$ cat src/rtl/multicycle_control.sv
// Main control FSM for the multi-cycle MIPS core: decodes the IR opcode, sequences the
// shared datapath one instruction at a time, traps on unknown opcodes and counts retirements.
module multicycle_control (
    input  logic        clk,
    input  logic        rst_n,
    input  logic [5:0]  op,
    input  logic        mem_ready,
    output logic        pc_write,
    output logic        branch,
    output logic        iord,
    output logic        mem_read,
    output logic        mem_write,
    output logic        ir_write,
    output logic        mem_to_reg,
    output logic        reg_dst,
    output logic        reg_write,
    output logic        alu_src_a,
    output logic [1:0]  alu_src_b,
    output logic [1:0]  alu_op,
    output logic [1:0]  pc_src,
    output logic        illegal,
    output logic [3:0]  state,
    output logic [31:0] retired
);

    typedef enum logic [3:0] {
        S_FETCH  = 4'd0,
        S_DECODE = 4'd1,
        S_MEMADR = 4'd2,
        S_MEMRD  = 4'd3,
        S_MEMWB  = 4'd4,
        S_MEMWR  = 4'd5,
        S_EXEC   = 4'd6,
        S_ALUWB  = 4'd7,
        S_BRANCH = 4'd8,
        S_ADDIEX = 4'd9,
        S_ADDIWB = 4'd10,
        S_JUMP   = 4'd11,
        S_TRAP   = 4'd12
    } state_t;

    localparam logic [5:0] OP_RTYPE = 6'b000000;
    localparam logic [5:0] OP_J     = 6'b000010;
    localparam logic [5:0] OP_BEQ   = 6'b000100;
    localparam logic [5:0] OP_ADDI  = 6'b001000;
    localparam logic [5:0] OP_LW    = 6'b100011;
    localparam logic [5:0] OP_SW    = 6'b101011;

    state_t state_q;
    state_t state_d;
    logic   retire;

    assign state = state_q;

    always_ff @(posedge clk or negedge rst_n) begin
        if (!rst_n) begin
            state_q <= S_FETCH;
        end else begin
            state_q <= state_d;
        end
    end

    always_ff @(posedge clk or negedge rst_n) begin
        if (!rst_n) begin
            retired <= 32'd0;
        end else if (retire) begin
            retired <= retired + 32'd1;
        end
    end

    // Memory handshake: mem_read/mem_write (with iord) are held every cycle of FETCH,
    // MEMRD or MEMWR until mem_ready is seen high; the transfer completes on that edge.
    always_comb begin
        state_d = state_q;
        retire  = 1'b0;
        case (state_q)
            S_FETCH:  if (mem_ready) state_d = S_DECODE;
            S_DECODE: begin
                case (op)
                    OP_LW, OP_SW: state_d = S_MEMADR;
                    OP_RTYPE:     state_d = S_EXEC;
                    OP_BEQ:       state_d = S_BRANCH;
                    OP_ADDI:      state_d = S_ADDIEX;
                    OP_J:         state_d = S_JUMP;
                    default:      state_d = S_TRAP;
                endcase
            end
            S_MEMADR: state_d = (op == OP_SW) ? S_MEMWR : S_MEMRD;
            S_MEMRD:  if (mem_ready) state_d = S_MEMWB;
            S_MEMWR: begin
                if (mem_ready) begin
                    state_d = S_FETCH;
                    retire  = 1'b1;
                end
            end
            S_MEMWB, S_ALUWB, S_ADDIWB, S_BRANCH, S_JUMP: begin
                state_d = S_FETCH;
                retire  = 1'b1;
            end
            S_EXEC:   state_d = S_ALUWB;
            S_ADDIEX: state_d = S_ADDIWB;
            S_TRAP:   state_d = S_TRAP;
            default:  state_d = S_FETCH;
        endcase
    end

    // Outputs are held at zero for as long as rst_n is low, so nothing leaks out during reset.
    always_comb begin
        pc_write   = 1'b0;
        branch     = 1'b0;
        iord       = 1'b0;
        mem_read   = 1'b0;
        mem_write  = 1'b0;
        ir_write   = 1'b0;
        mem_to_reg = 1'b0;
        reg_dst    = 1'b0;
        reg_write  = 1'b0;
        alu_src_a  = 1'b0;
        alu_src_b  = 2'b00;
        alu_op     = 2'b00;
        pc_src     = 2'b00;
        illegal    = 1'b0;
        if (rst_n) begin
            case (state_q)
                S_FETCH: begin
                    mem_read  = 1'b1;
                    alu_src_b = 2'b01;
                    ir_write  = mem_ready;
                    pc_write  = mem_ready;
                end
                S_DECODE: alu_src_b = 2'b11;
                S_MEMADR, S_ADDIEX: begin
                    alu_src_a = 1'b1;
                    alu_src_b = 2'b10;
                end
                S_MEMRD: begin
                    iord     = 1'b1;
                    mem_read = 1'b1;
                end
                S_MEMWB: begin
                    mem_to_reg = 1'b1;
                    reg_write  = 1'b1;
                end
                S_MEMWR: begin
                    iord      = 1'b1;
                    mem_write = 1'b1;
                end
                S_EXEC: begin
                    alu_src_a = 1'b1;
                    alu_op    = 2'b10;
                end
                S_ALUWB: begin
                    reg_dst   = 1'b1;
                    reg_write = 1'b1;
                end
                S_BRANCH: begin
                    alu_src_a = 1'b1;
                    alu_op    = 2'b01;
                    pc_src    = 2'b01;
                    branch    = 1'b1;
                end
                S_ADDIWB: reg_write = 1'b1;
                S_JUMP: begin
                    pc_src   = 2'b10;
                    pc_write = 1'b1;
                end
                S_TRAP:  illegal = 1'b1;
                default: ;
            endcase
        end
    end

endmodule

$ cat config.mk
export PLATFORM = sky130hd
export DESIGN_NAME = multicycle_control
export DESIGN_NICKNAME = d
export VERILOG_FILES = /design/src/rtl/multicycle_control.sv
export SDC_FILE = /design/constraint.sdc
export NUM_CORES = 1
export LEC_CHECK = 0
export ABC_AREA = 0
export BUFFER_PORTS_ARGS = -buffer_cell sky130_fd_sc_hd__buf_2
export CORE_ASPECT_RATIO = 1.25
export CORE_MARGIN = 3
export CORE_UTILIZATION = 51
export DETAILED_ROUTE_END_ITERATION = 6
export HOLD_SLACK_MARGIN = 0.08
export PLACE_DENSITY_LB_ADDON = 0.3
export SYNTH_ARGS = -nofsm -noshare
export SYNTH_HDL_FRONTEND = slang
export SYNTH_SLANG_ARGS = --single-unit
$ cat constraint.sdc
create_clock -name clk -period 2.2 [get_ports clk]
set_input_delay 0.11 -clock clk [delete_from_list [all_inputs] [get_ports clk]]
set_output_delay 0.11 -clock clk [all_outputs]
set_load 0.1 [all_outputs]
==> impl_metrics.tcl <==
set metrics [dict create \
    gp_congestion 0.760 \
    drt-total-wl_mm 4.92 \
    grt_overflow 0 \
    p_leak_nw 1.32 \
    ys_types 46 \
    synth-edff-count 0 \
    cts_max_level 2 \
    min_period_ns 2.11 \
    wl_per_cell_microns 14.7 \
    drc 0 \
    io_buffers 61 \
    finalHoldViolations 0 \
    worstReg2RegEnd "retired[20]" \
    reg2reg_from "state[3]" \
    timing.hold.ws_ns 0.215 \
    rsz0062_at_grt "no" \
    ir_worst_vdd_mv 1.39 \
    cts_buffer_depth 2 \
    syn2layout_area_growth_pct 30.7 \
    syn-num-nets 225 \
    grt_antenna_before_repair 0 \
    worst_slew_pin_slew_ns 0.505 \
    drive_above_1_share 0.396 \
    reg2regPathDepth 5 \
    clock.fmax_mhz 474 \
    async_flop_share 1.00 \
    finalCritPeriodShare 0.959 \
    status "complete, no violations" \
    cp-start-kind "register" \
    drv_cap 0 \
    dr.first_iter.drc_count 50 \
    crit_required_ns 2.09 \
    cts-root-buf "clkbuf_8" \
    fin_worst_skew_ns 0.00948 \
    regArea_sq_um 925 \
    synth_area_leader_cell "dfrtp_1" \
    report.final.slew_viol_count 0 \
    grt_pass1_wl_mm 8.16 \
    netlist_instances 215 \
    fillCellCount 321 \
    min_to "state[1]" \
    crit_type "reg -> out" \
    slew_headroom 0.661 \
    synth_top_flop_cell "dfrtp_1" \
    core_area_sq_um 3850 \
    final_nets 289 \
    yosysTopAreaCellShare 0.434 \
    hold_depth 4 \
    crit_path_end_kind "primary output" \
    drtAntennaViolNets 0 \
    grt_util_all_layers 0.211 \
    dp_hpwl_mm 3.66 \
    clkTransAtPathRegs_ns 0.07 \
    ys_seq_area_frac 0.434 \
    n_antenna_cell 0 \
    clk_latency_ns 0.29 \
    start_util 0.540 \
    die_h_microns 77.4 \
    crit_path_max_fanout 11 \
    utilization 0.706 \
    rrSetupSlack_ns 0.23 \
    cp.arrival_ns 2.00 \
    grt_pass1_vias 1777 \
    drt-pass1-iter-count 4 \
    clock-sinks 36 \
    ys_seq_elements 36 \
    synthMostInstantiatedCell "dfrtp_1" \
    hp-class "in -> reg" \
    p_per_area_nw_per_um2 1320 \
    synth_area_per_cell_sq_um 9.66 \
    synth_commonest_cells "dfrtp_1 (36), nor2_1 (23), xnor2_1 (21)" \
    dieArea_sq_um 4880 \
    cts_tree "yes" \
    dieWidth_microns 63.1 \
    cts_made_buffers 5 \
    multi_input_comb_area_sq_um 1190 \
    min_from "mem_ready" \
    via_per_inst 5.50 \
    dr_total_vias 1837 \
    grt_max_degree 20 \
    fp-row-count 25 \
    io_pins 62 \
    ys_top_cells_by_area "dfrtp_1 (43%), xnor2_1 (8.9%), xor2_1 (5.1%)" \
    post_cts_buffers 0 \
    synth_area_sq_um 2080 \
    setup_viol 0 \
    yosysWarnings 0 \
]
per-stage QoR:
stage	power, mW	worst slack [ns]	cell area (sq um)	setup TNS (ns)	cells
final	3.58	0.0910	2720	0	334
after global routing	3.72	0.0162	2720	0	334
after CTS	3.59	0.0347	2710	0	334
after detailed placement	3.01	0.241	2590	0	325
after global placement	2.98	0.278	2590	0	325
after floorplan	2.72	-0.435	2200	-0.943	215
layout by cell type (no fill, tap or decap), types with 2 or more instances in the layout:
cell      synthesis  routed
buf_2             1      56
a21boi_0          2       2
o211ai_1          2       2
dfrtp_2           0      10
dfrtp_4           0       3
xnor2_1          21      21
and4_1            5       5
xor2_1           12      12
nand2_1          18      17
o22ai_1           2       2
nand2b_1          2       2
buf_4             5       6
nor2_1           23      15
a21oi_1           5       5
mux2_2            2       2
nor4_4            2       3
clkbuf_8          0       5
nor2_2            0       4
buf_12            0       4
and3_1           11      11
o21ai_0           6       6
nor2b_1           2       2
nand4_1           4       4
nor3_1            6       5
nand3_1          19      19
nor2_4            0       4
dfrtp_1          36      23
cell families (layout without fill, tap and decap cells):
kind of cell	Yosys count	in the layout	synth area share
and+or+nand+nor	109	109	0.301
DFF	36	36	0.434
xor gates and xnor gates	33	33	0.139
AOI/OAI and AO/OA	22	22	0.0777
buffers and inverters	12	77	0.0313
muxes	2	2	0.0108
adders and majority gates	1	1	0.00602
sequential cells by signal (all words and copies together) (netlist names):
| name | flops |
|---|---|
| state | 4 |
| retired | 32 |
layer usage:
layer | part of all wire | vias up | track usage
li1 | - | 877 | -
met1 | 0.42 | 902 | 0.246
met2 | 0.51 | 52 | 0.364
met3 | 0.049 | 6 | 0.0521
met4 | 0.015 | 0 | 0.0883
met5 | 0 | - | 0
critical path, stage by stage, from the launching register on:
cell and delay, ns:
dfrtp_4 0.54, or2b_1 0.32, buf_4 0.19, o21ai_0 0.06, and3b_1 0.17, buf_2 0.42
where the power goes:
group / switching (mW) / internal [mW]
clock: 0.237 / 0.336
combinational: 1.57 / 0.448
sequential: 0.203 / 0.777
worst max-delay path by stage:
| stage | from | to | slack, ns |
|---|---|---|---|
| floorplan | state[1] | pc_write | -0.43 |
| global placement | state[3] | retired[28] | 0.28 |
| detailed placement | state[3] | retired[22] | 0.24 |
| CTS | state[2] | reg_write | 0.03 |
| global route | state[1] | alu_src_b[1] | 0.02 |
| finish | state[1] | alu_src_b[1] | 0.09 |
timing repair:
item / 4_1_cts / 5_1_grt
hold buffers: 1 / 0
gates resized for setup: 0 / 1
endpoints found under the setup margin: 0 / 1
endpoints found under the hold margin: 36 / 0
cell type report:
cell class	count	area share
clock buffers	6	0.0267
well taps	54	0.0249
inverters	1	0.00138
flip-flops and latches	36	0.341
multi-input cells	167	0.438
clock inverters	2	0.0129
repair buffers	68	0.156
Note: power is estimated with default switching activity, not from simulation.
